==> src/rtl/fuzz_vector_sequencer_if.sv <==
// Stimulus/response bundle between the vector source and the sequencer.
// master = vector source / response consumer, slave = sequencer.
interface fuzz_vector_sequencer_if #(
  parameter int VEC_W = 84,
  parameter int Y_W   = 119
);
  logic             stim_valid;
  logic             stim_ready;
  logic [VEC_W-1:0] stim_data;
  logic             rsp_valid;
  logic             rsp_ready;
  logic [Y_W-1:0]   rsp_data;

  modport master (
    output stim_valid,
    output stim_data,
    output rsp_ready,
    input  stim_ready,
    input  rsp_valid,
    input  rsp_data
  );

  modport slave (
    input  stim_valid,
    input  stim_data,
    input  rsp_ready,
    output stim_ready,
    output rsp_valid,
    output rsp_data
  );
endinterface

==> src/rtl/fuzz_vector_sequencer.sv <==
// Buffers stimulus vectors, applies each to the fuzz DUT for HOLD cycles,
// captures y and returns it. Define SEQ_MISR_EN for a response signature.
module fuzz_vector_sequencer #(
  parameter int VEC_W = 84,
  parameter int Y_W   = 119,
  parameter int DEPTH = 4,
  parameter int HOLD  = 1
) (
  input  logic                   i_clk,
  input  logic                   i_rst_n,
  input  logic                   i_en,
  fuzz_vector_sequencer_if.slave bus,
  output logic [VEC_W-1:0]       o_dut_in,
  input  logic [Y_W-1:0]         i_dut_y,
  output logic                   o_busy,
  output logic [15:0]            o_vec_cnt
`ifdef SEQ_MISR_EN
  ,
  input  logic                   i_sig_clr,
  output logic [Y_W-1:0]         o_sig
`endif
);

  localparam int AW = $clog2(DEPTH);
  localparam int HW = $clog2(HOLD + 1);
  localparam logic [AW:0]   FULL_CNT = (AW+1)'(DEPTH);
  localparam logic [HW-1:0] HOLD_L   = HW'(HOLD);

  typedef enum logic [1:0] {
    S_IDLE,
    S_APPLY,
    S_CAPTURE,
    S_WAIT
  } state_t;

  logic [VEC_W-1:0] r_mem [DEPTH];
  logic [AW-1:0]    r_wr_ptr;
  logic [AW-1:0]    r_rd_ptr;
  logic [AW:0]      r_cnt;
  logic             r_stim_ready;

  state_t           r_state;
  logic [HW-1:0]    r_hold;
  logic [VEC_W-1:0] r_dut_in;
  logic             r_rsp_valid;
  logic [Y_W-1:0]   r_rsp_data;
  logic [15:0]      r_vec_cnt;

  logic             w_push;
  logic             w_pop;
  logic             w_empty;
  logic             w_hs;
  logic [AW:0]      w_cnt_nxt;
  logic [HW-1:0]    w_hold_nxt;
  logic [VEC_W-1:0] w_head;

  assign w_empty    = (r_cnt == '0);
  assign w_push     = bus.stim_valid & r_stim_ready;
  assign w_hs       = r_rsp_valid & bus.rsp_ready;
  assign w_head     = r_mem[r_rd_ptr];
  assign w_hold_nxt = r_hold + 1'b1;

  // A pop happens from IDLE, or straight out of WAIT on the handshake edge.
  assign w_pop = i_en & ~w_empty &
                 ((r_state == S_IDLE) |
                  ((r_state == S_WAIT) & w_hs));

  assign w_cnt_nxt = r_cnt
                   + (AW+1)'(w_push)
                   - (AW+1)'(w_pop);

  always_ff @(posedge i_clk) begin
    if (!i_rst_n) begin
      r_wr_ptr     <= '0;
      r_rd_ptr     <= '0;
      r_cnt        <= '0;
      r_stim_ready <= 1'b1;
    end else begin
      if (w_push) begin
        r_mem[r_wr_ptr] <= bus.stim_data;
        r_wr_ptr        <= r_wr_ptr + 1'b1;
      end
      if (w_pop) begin
        r_rd_ptr <= r_rd_ptr + 1'b1;
      end
      r_cnt        <= w_cnt_nxt;
      r_stim_ready <= (w_cnt_nxt != FULL_CNT);
    end
  end

  always_ff @(posedge i_clk) begin
    if (!i_rst_n) begin
      r_state     <= S_IDLE;
      r_hold      <= '0;
      r_dut_in    <= '0;
      r_rsp_valid <= 1'b0;
      r_rsp_data  <= '0;
      r_vec_cnt   <= '0;
    end else begin
      if (w_pop) begin
        r_dut_in <= w_head;
        r_hold   <= '0;
      end
      if (w_hs) begin
        r_vec_cnt <= r_vec_cnt + 16'd1;
      end
      unique case (r_state)
        S_IDLE: begin
          if (w_pop) begin
            r_state <= S_APPLY;
          end
        end
        S_APPLY: begin
          r_hold <= w_hold_nxt;
          if (w_hold_nxt == HOLD_L) begin
            r_state <= S_CAPTURE;
          end
        end
        S_CAPTURE: begin
          r_rsp_data  <= i_dut_y;
          r_rsp_valid <= 1'b1;
          r_state     <= S_WAIT;
        end
        S_WAIT: begin
          if (w_hs) begin
            r_rsp_valid <= 1'b0;
            r_state     <= w_pop ? S_APPLY : S_IDLE;
          end
        end
        default: r_state <= S_IDLE;
      endcase
    end
  end

`ifdef SEQ_MISR_EN
  logic [Y_W-1:0] r_sig;

  // Clear wins over a capture landing on the same edge.
  always_ff @(posedge i_clk) begin
    if (!i_rst_n) begin
      r_sig <= '0;
    end else if (i_sig_clr) begin
      r_sig <= '0;
    end else if (r_state == S_CAPTURE) begin
      r_sig <= {r_sig[Y_W-2:0], r_sig[Y_W-1]} ^ i_dut_y;
    end
  end

  assign o_sig = r_sig;
`endif

  assign bus.stim_ready = r_stim_ready;
  assign bus.rsp_valid  = r_rsp_valid;
  assign bus.rsp_data   = r_rsp_data;
  assign o_dut_in       = r_dut_in;
  assign o_vec_cnt      = r_vec_cnt;
  assign o_busy         = (r_state != S_IDLE) | ~w_empty;

endmodule
==> src/flat_wrapper.sv <==
// flat-port wrapper written by rule: the top's interface ports become plain ports
module fuzz_vector_sequencer_flat 
#(
  parameter int VEC_W = 84,
  parameter int Y_W   = 119,
  parameter int DEPTH = 4,
  parameter int HOLD  = 1
)
  (i_clk, i_rst_n, i_en, o_dut_in, i_dut_y, o_busy, o_vec_cnt, bus_stim_valid, bus_stim_data, bus_rsp_ready, bus_stim_ready, bus_rsp_valid, bus_rsp_data);
  fuzz_vector_sequencer_if #(.VEC_W(VEC_W), .Y_W(Y_W)) bus_i ();
  input  logic i_clk;
  input  logic i_rst_n;
  input  logic i_en;
  output logic [VEC_W-1:0] o_dut_in;
  input  logic [Y_W-1:0] i_dut_y;
  output logic o_busy;
  output logic [15:0] o_vec_cnt;
  input wire logic [$bits(bus_i.stim_valid)-1:0] bus_stim_valid;
  input wire logic [$bits(bus_i.stim_data)-1:0] bus_stim_data;
  input wire logic [$bits(bus_i.rsp_ready)-1:0] bus_rsp_ready;
  output wire logic [$bits(bus_i.stim_ready)-1:0] bus_stim_ready;
  output wire logic [$bits(bus_i.rsp_valid)-1:0] bus_rsp_valid;
  output wire logic [$bits(bus_i.rsp_data)-1:0] bus_rsp_data;
  assign bus_i.stim_valid = bus_stim_valid;
  assign bus_i.stim_data = bus_stim_data;
  assign bus_i.rsp_ready = bus_rsp_ready;
  assign bus_stim_ready = bus_i.stim_ready;
  assign bus_rsp_valid = bus_i.rsp_valid;
  assign bus_rsp_data = bus_i.rsp_data;
  fuzz_vector_sequencer #(.VEC_W(VEC_W), .Y_W(Y_W), .DEPTH(DEPTH), .HOLD(HOLD)) u_core (.i_clk(i_clk), .i_rst_n(i_rst_n), .i_en(i_en), .bus(bus_i), .o_dut_in(o_dut_in), .i_dut_y(i_dut_y), .o_busy(o_busy), .o_vec_cnt(o_vec_cnt));
endmodule
==> config.mk <==
export PLATFORM = sky130hd
export DESIGN_NAME = fuzz_vector_sequencer_flat
export DESIGN_NICKNAME = d
export VERILOG_FILES = /design/src/rtl/fuzz_vector_sequencer_if.sv /design/src/rtl/fuzz_vector_sequencer.sv /design/src/flat_wrapper.sv
export SDC_FILE = /design/constraint.sdc
export NUM_CORES = 1
export LEC_CHECK = 0
export BUFFER_PORTS_ARGS = -buffer_cell sky130_fd_sc_hd__buf_2
export CAP_MARGIN = 30
export CORE_MARGIN = 2
export CORE_UTILIZATION = 54
export DETAILED_ROUTE_END_ITERATION = 16
export GPL_ROUTABILITY_DRIVEN = 0
export PLACE_DENSITY = 0.79
export SLEW_MARGIN = 40
export SYNTH_ARGS = -nofsm -noshare
export SYNTH_HDL_FRONTEND = slang
export SYNTH_SLANG_ARGS = --single-unit
==> constraint.sdc <==
create_clock -name i_clk -period 3.5 [get_ports i_clk]
set_input_delay 0.525 -clock i_clk [delete_from_list [all_inputs] [get_ports i_clk]]
set_output_delay 0.525 -clock i_clk [all_outputs]
set_load 0.01 [all_outputs]
---- Yosys cells after proc, flatten, opt, wreduce, memory -nomap -nowiden ----
Memory sizes are Yosys's and may differ from the RTL's. A register that Yosys moved wholly into a read port is not among the register bits.
Index checks and enable logic that the tools add are counted.
cells by class
  reduce and logical (&&, ||, !) cells .... 8
  multiplexer cells ....................... 12
  equality and inequality tests ........... 7
  add/subtract/negate cells ............... 6
  bitwise operators ....................... 8
operators with widths
  kind                                                                   count
  16-bit by 1-bit adder with 16-bit output, second input constant        1
  2-bit one-hot mux with 4 select lines                                  1
  1-bit 2-to-1 mux                                                       7
  2-bit 2-to-1 mux                                                       3
  2-bit by 1-bit != test with 1-bit output, second input constant        3
  2-bit nonzero test                                                     3
  1-bit AND                                                              5
  2-bit by 1-bit adder with 2-bit output, second input constant          2
  2-bit equality test, second input constant                             2
  3-bit by 1-bit adder with 3-bit output                                 1
  3-bit zero test                                                        1
  3-bit != test, second input constant                                   1
  3-bit AND reduction                                                    1
  3-bit by 1-bit subtractor with 3-bit output                            1
  2-bit by 1-bit equality test with 1-bit output, second input constant  1
  2-bit zero test                                                        1
  1-bit OR                                                               2
  1-bit one-hot mux with 2 select lines                                  1
  2-bit AND reduction                                                    1
  1-bit adder, second input constant                                     1
  1-bit zero test                                                        1
  1-bit inverter                                                         1
storage, ports and cells
  bits in writable memories ............... 336
  bits in registers ....................... 147
  output and inout bits ................... 222
  memories kept ........................... 1
  word-level logic and storage cells ...... 51
  input port bits ......................... 208
memory list
  memory        depth  width  read ports  clocked after Yosys merged registers in  write ports  line                         text
  u_core.r_mem  4      84     1           1                                        1            fuzz_vector_sequencer.sv:36  logic [VEC_W-1:0] r_mem [DEPTH];

---- Depth between registers and ports, before layout ----
  word-level depth ........................ 7
  gate-level depth with buffers ........... 14

---- Worst setup path after synthesis ----
OpenSTA, ideal clock, no wires.
  kind .................................... input to register
  start point ............................. in bus_stim_valid
  end point ............................... mem u_core.r_mem[0][0], enable pin
  cell stages on the path ................. 3
  arrival time ............................ 2.756 ns
  slack ................................... 0.292 ns
  data required time ...................... 3.048 ns
  setup time .............................. 0.452 ns
  path through ............................ nand2_1 -> nor2_1 -> and2_1
on the way
  cells in the longest elaborated chain, start to end .. 4
RTL lines
  element                                 line                         text
  start, declared                         flat_wrapper.sv:18           input wire logic [$bits(bus_i.stim_valid)-1:0] bus_stim_valid;
  1-bit AND                               fuzz_vector_sequencer.sv:58  assign w_push = bus.stim_valid & r_stim_ready;
  1-bit 2-to-1 mux                        fuzz_vector_sequencer.sv:79  if (w_push) begin
  1-bit 2-to-1 mux                        fuzz_vector_sequencer.sv:73  if (!i_rst_n) begin
  1-bit 2-to-1 mux (not written as such)  fuzz_vector_sequencer.sv:80  r_mem[r_wr_ptr] <= bus.stim_data;
  end, declared                           fuzz_vector_sequencer.sv:36
No other way between the ends.

---- Worst setup path in the final report ----
  start point ............................. reg u_core.r_state[1]
  end point ............................... reg u_core.r_stim_ready, in the netlist u_core.bus.stim_ready
on the way
  cells in the longest elaborated chain, start to end .. 6
  elaborated cells between the ends (all ways) .. 7
  classes of those cells .................. add/sub (1); eq/ne (2); bitwise (3); reduce/logical (1)
RTL lines
  element                                          line                          text
  start, declared                                  fuzz_vector_sequencer.sv:42   state_t r_state;
  start signal, assigned                           fuzz_vector_sequencer.sv:127  r_state <= w_pop ? S_APPLY : S_IDLE;
  2-bit equality test                              fuzz_vector_sequencer.sv:66   ((r_state == S_WAIT) & w_hs));
  1-bit AND                                        fuzz_vector_sequencer.sv:66
  1-bit OR (*)                                     fuzz_vector_sequencer.sv:65   ((r_state == S_IDLE) |
  1-bit AND (*)                                    fuzz_vector_sequencer.sv:64   assign w_pop = i_en & ~w_empty &
  3-bit by 1-bit subtractor with 3-bit output (*)  fuzz_vector_sequencer.sv:70   - (AW+1)'(w_pop);
  3-bit != test (*)                                fuzz_vector_sequencer.sv:87   r_stim_ready <= (w_cnt_nxt != FULL_CNT);
  end signal, assigned                             fuzz_vector_sequencer.sv:87
  end, declared                                    fuzz_vector_sequencer.sv:40   logic r_stim_ready;
Every way passes the cells marked *; elsewhere a longest branch is shown, timed or not.
A chain may end at the register's enable or synchronous reset.

==> impl_metrics.json <==
{
  "p_comb_share_pct": 22.1,
  "final.setup.tns_ns": 0,
  "drive_above_1_share_pct": 34.5,
  "internal_power_mw": 13.3,
  "initial_core_util_pct": 54.7,
  "ys_top_cells_by_area": "edfxtp_1 (49%), dfxtp_1 (22%), mux4_2 (9.2%)",
  "top_layer": "met5",
  "fin_crit_sh_pct": 82.8,
  "clock_sinks": 567,
  "antenna_found_initial": 19,
  "wl_met2_mm": 24.6,
  "io-pin-count": 430,
  "slowest_stage": "dfxtp_1",
  "die_width_um": 199,
  "drv_slew": 0,
  "worstMarginPinSlew_ns": 0.836,
  "cpMostUsedCell": "ha_1",
  "synth.net_count": 1573,
  "yosysSeqAreaShare_pct": 71.4,
  "first_pass_iters": 5,
  "htreeDepth": 2,
  "met1_length_mm": 16.7,
  "worst_hold_slack_ns": 0.141,
  "min_path_cells": 1,
  "met3WireLength_mm": 3.84,
  "clockRootBuffer": "clkbuf_16",
  "fp-row-count": 71,
  "crit_chain": "inv_1, ha_1, a31oi_1, nand2b_4, clkinv_2, ha_1, inv_1, ha_1, fa_1, xnor2_1, and2_1, nand2_1",
  "crit_family": "adder cells",
  "switching_power_mw": 5.15,
  "cp_data_required_time_ns": 3.98,
  "worstPathArrival_ns": 3.37,
  "ant_nets": 0,
  "path_depth": 12,
  "power_density_nw_per_um2": 733,
  "viasPerCell": 5.31,
  "power_frac_seq_pct": 45.6,
  "coreArea_um2": 37700,
  "async_flop_share_pct": 0,
  "ctsHoldBuffers": 0,
  "crit_path_start_kind": "flop",
  "cpPeakStageDelay_ns": 0.44,
  "grt_max_degree": 115,
  "grt_overflow": 0,
  "fillCellCount": 2668,
  "min_period_ns": 2.90,
  "cap_violations": 0,
  "crit_path_end_kind": "flop",
  "r2r_slack_ns": 0.60,
  "slew_headroom_pct": 44.3,
  "hold_path.class": "in -> reg",
  "hpwl_mm": 29.5,
  "synth_top_area_share_pct": 48.9,
  "hold_violations": 0,
  "dieArea_um2": 39800,
  "die_y_um": 199,
  "crit_fanout": 22,
  "rr_endpoint": "u_core.bus.stim_ready$_SDFF_PN1_",
  "cts_resized": 0,
  "synth_most_common_cell": "edfxtp_1",
  "cts_buffers": 55,
  "cts_buffer_depth": 3,
  "syn_avg_cell_area_um2": 15.3,
  "reg2reg_depth": 12,
  "crit_path_end": "u_core.bus.stim_ready$_SDFF_PN1_",
  "synth_cells": 1352,
  "setup_viol": 0,
  "r2r-start": "u_core.r_state[1]$_SDFFE_PN0P_",
  "routed_wirelength_mm": 47.7,
  "finalClockSkew_ns": 0.0169,
  "synth-main-ff-cell": "edfxtp_1",
  "ir_drop_uv": 547,
  "cts_setup_buffers": 0,
  "synth_edf_count": 336,
  "cts_tree": "yes",
  "port_buffers": 429,
  "crit_start": "u_core.r_state[1]$_SDFFE_PN0P_",
  "yosys_register_bits": 567,
  "grt_pass1_vias": 12600,
  "clk_latency_ns": 0.60,
  "wl_per_cell_um": 20.3,
  "grt_pass1_wl_mm": 70.0,
  "critPathBufInv": 3,
  "grt_usage_pct": 23.6,
  "max_freq_ghz": 0.345,
  "hp-start": "bus_stim_data[33]",
  "vias": 12500,
  "p_leak_nw": 9.45,
  "synth_area_leader_cell": "edfxtp_1",
  "run_status": "finished, final reports clean",
  "drtIter0Drc": 600,
  "yosysWarnings": 0,
  "synth_area_um2": 20600,
  "drc": 0,
  "synth_commonest_cells": "edfxtp_1 (336), dfxtp_1 (231), nand2_1 (183)",
  "path_clk_slew_ns": 0.07,
  "p_sw_share_pct": 27.9,
  "synth.distinct_cells": 41,
  "final_nets": 1995,
  "power_frac_clock_pct": 32.2,
  "path_class": "reg -> reg",
  "grt_setup_unrepaired": "no",
  "syn_to_final_growth_pct": 22.0
}
==> cell type report <==
type                       instances  area, µm²  share of cell area (%)
timing repair buffer             444       2400                    9.53
clock inverter                    26        258                    1.02
antenna                           16       40.0                   0.159
inverter                          12       51.3                   0.204
sequential                       567      14700                    58.5
clock buffer                      77       1600                    6.38
tap                              511        639                    2.54
multi-input combinational        694       5440                    21.6
==> through the flow <==
| step | area (µm²) | util, % | std cells | power (mW) | setup slack [ns] |
|---|---|---|---|---|---|
| 2_1_floorplan | 20600 | - | 1352 | 11.3 | 0.292 |
| 3_5_place_dp | 23200 | 61.7 | 2228 | 12.7 | 0.600 |
| 4_1_cts | 25100 | 66.7 | 2331 | 18.6 | 0.595 |
| 3_3_place_gp | 23200 | 61.6 | 2227 | 12.5 | 0.730 |
| 5_1_grt | 25100 | 66.7 | 2343 | 19.3 | 0.420 |
| 6_report | 25100 | 66.8 | 2347 | 18.4 | 0.603 |
==> flip-flops by register name, summed over array words and instances (netlist names) <==
register               cells
u_core.r_cnt               3
u_core.r_hold              1
u_core.r_mem             336
u_core.bus.stim_ready      1
u_core.o_dut_in           84
u_core.r_rd_ptr            2
u_core.r_wr_ptr            2
u_core.bus.rsp_valid       1
u_core.o_vec_cnt          16
u_core.bus.rsp_data      119
u_core.r_state             2
==> power groups by stage <==
stage | clock (mW) | combinational (mW) | sequential (mW)
5_1_grt | 6.32 | 4.46 | 8.51
3_5_place_dp | 0 | 4.11 | 8.55
2_1_floorplan | 0 | 2.69 | 8.64
3_3_place_gp | 0 | 4.02 | 8.51
6_report | 5.94 | 4.08 | 8.41
4_1_cts | 6.07 | 4.14 | 8.43
==> placed cells by master (no fill, tap or decap), types with 2 or more instances in the layout <==
cell / instances
nand3_1: 6
a21oi_1: 89
xnor2_1: 11
and2_1: 4
xor2_1: 6
nor2_1: 138
nand4_1: 6
clkinv_2: 7
dfxtp_1: 229
diode_2: 16
nor4_1: 3
mux4_2: 84
nor3_1: 2
edfxtp_1: 336
inv_1: 10
and4_1: 2
and3_1: 2
clkinvlp_4: 2
buf_4: 4
clkbuf_16: 56
nand2_1: 183
mux2i_1: 122
buf_2: 429
clkbuf_1: 8
dfxtp_4: 2
buf_12: 9
inv_6: 3
and2_4: 4
bufinv_16: 4
clkinv_1: 8
ha_1: 11
clkbuf_8: 12
clkinv_4: 2
nand2b_1: 3
==> layer usage <==
layer	vias up	global-route usage [%]
met2	480	41.4
met5	-	0
met3	119	6.31
met4	6	13.7
met1	6081	25.7
li1	5786	-
==> cells by family after synthesis <==
| kind of cell | after synthesis | synth area share, % |
|---|---|---|
| xor gates and xnor gates | 17 | 0.722 |
| and+or+nand+nor | 361 | 7.12 |
| AOI/OAI and AO/OA | 97 | 2.46 |
| adders and majority gates | 13 | 0.825 |
| DFF | 567 | 71.4 |
| buffers and inverters | 91 | 2.41 |
| muxes | 206 | 15.1 |
==> worst min path at each step <==
stage / endpoint / slack, ns
floorplan: u_core.r_hold$_SDFFE_PN0P_ / 0.47
global placement: u_core.o_dut_in[20]$_SDFFE_PN0P_ / 0.44
detailed placement: u_core.o_dut_in[6]$_SDFFE_PN0P_ / 0.44
CTS: u_core.r_mem[3][33]$_DFFE_PP_ / 0.11
global route: u_core.r_mem[1][37]$_DFFE_PP_ / 0.13
finish: u_core.r_mem[3][33]$_DFFE_PP_ / 0.14
Note: power is estimated with default switching activity, not from simulation.
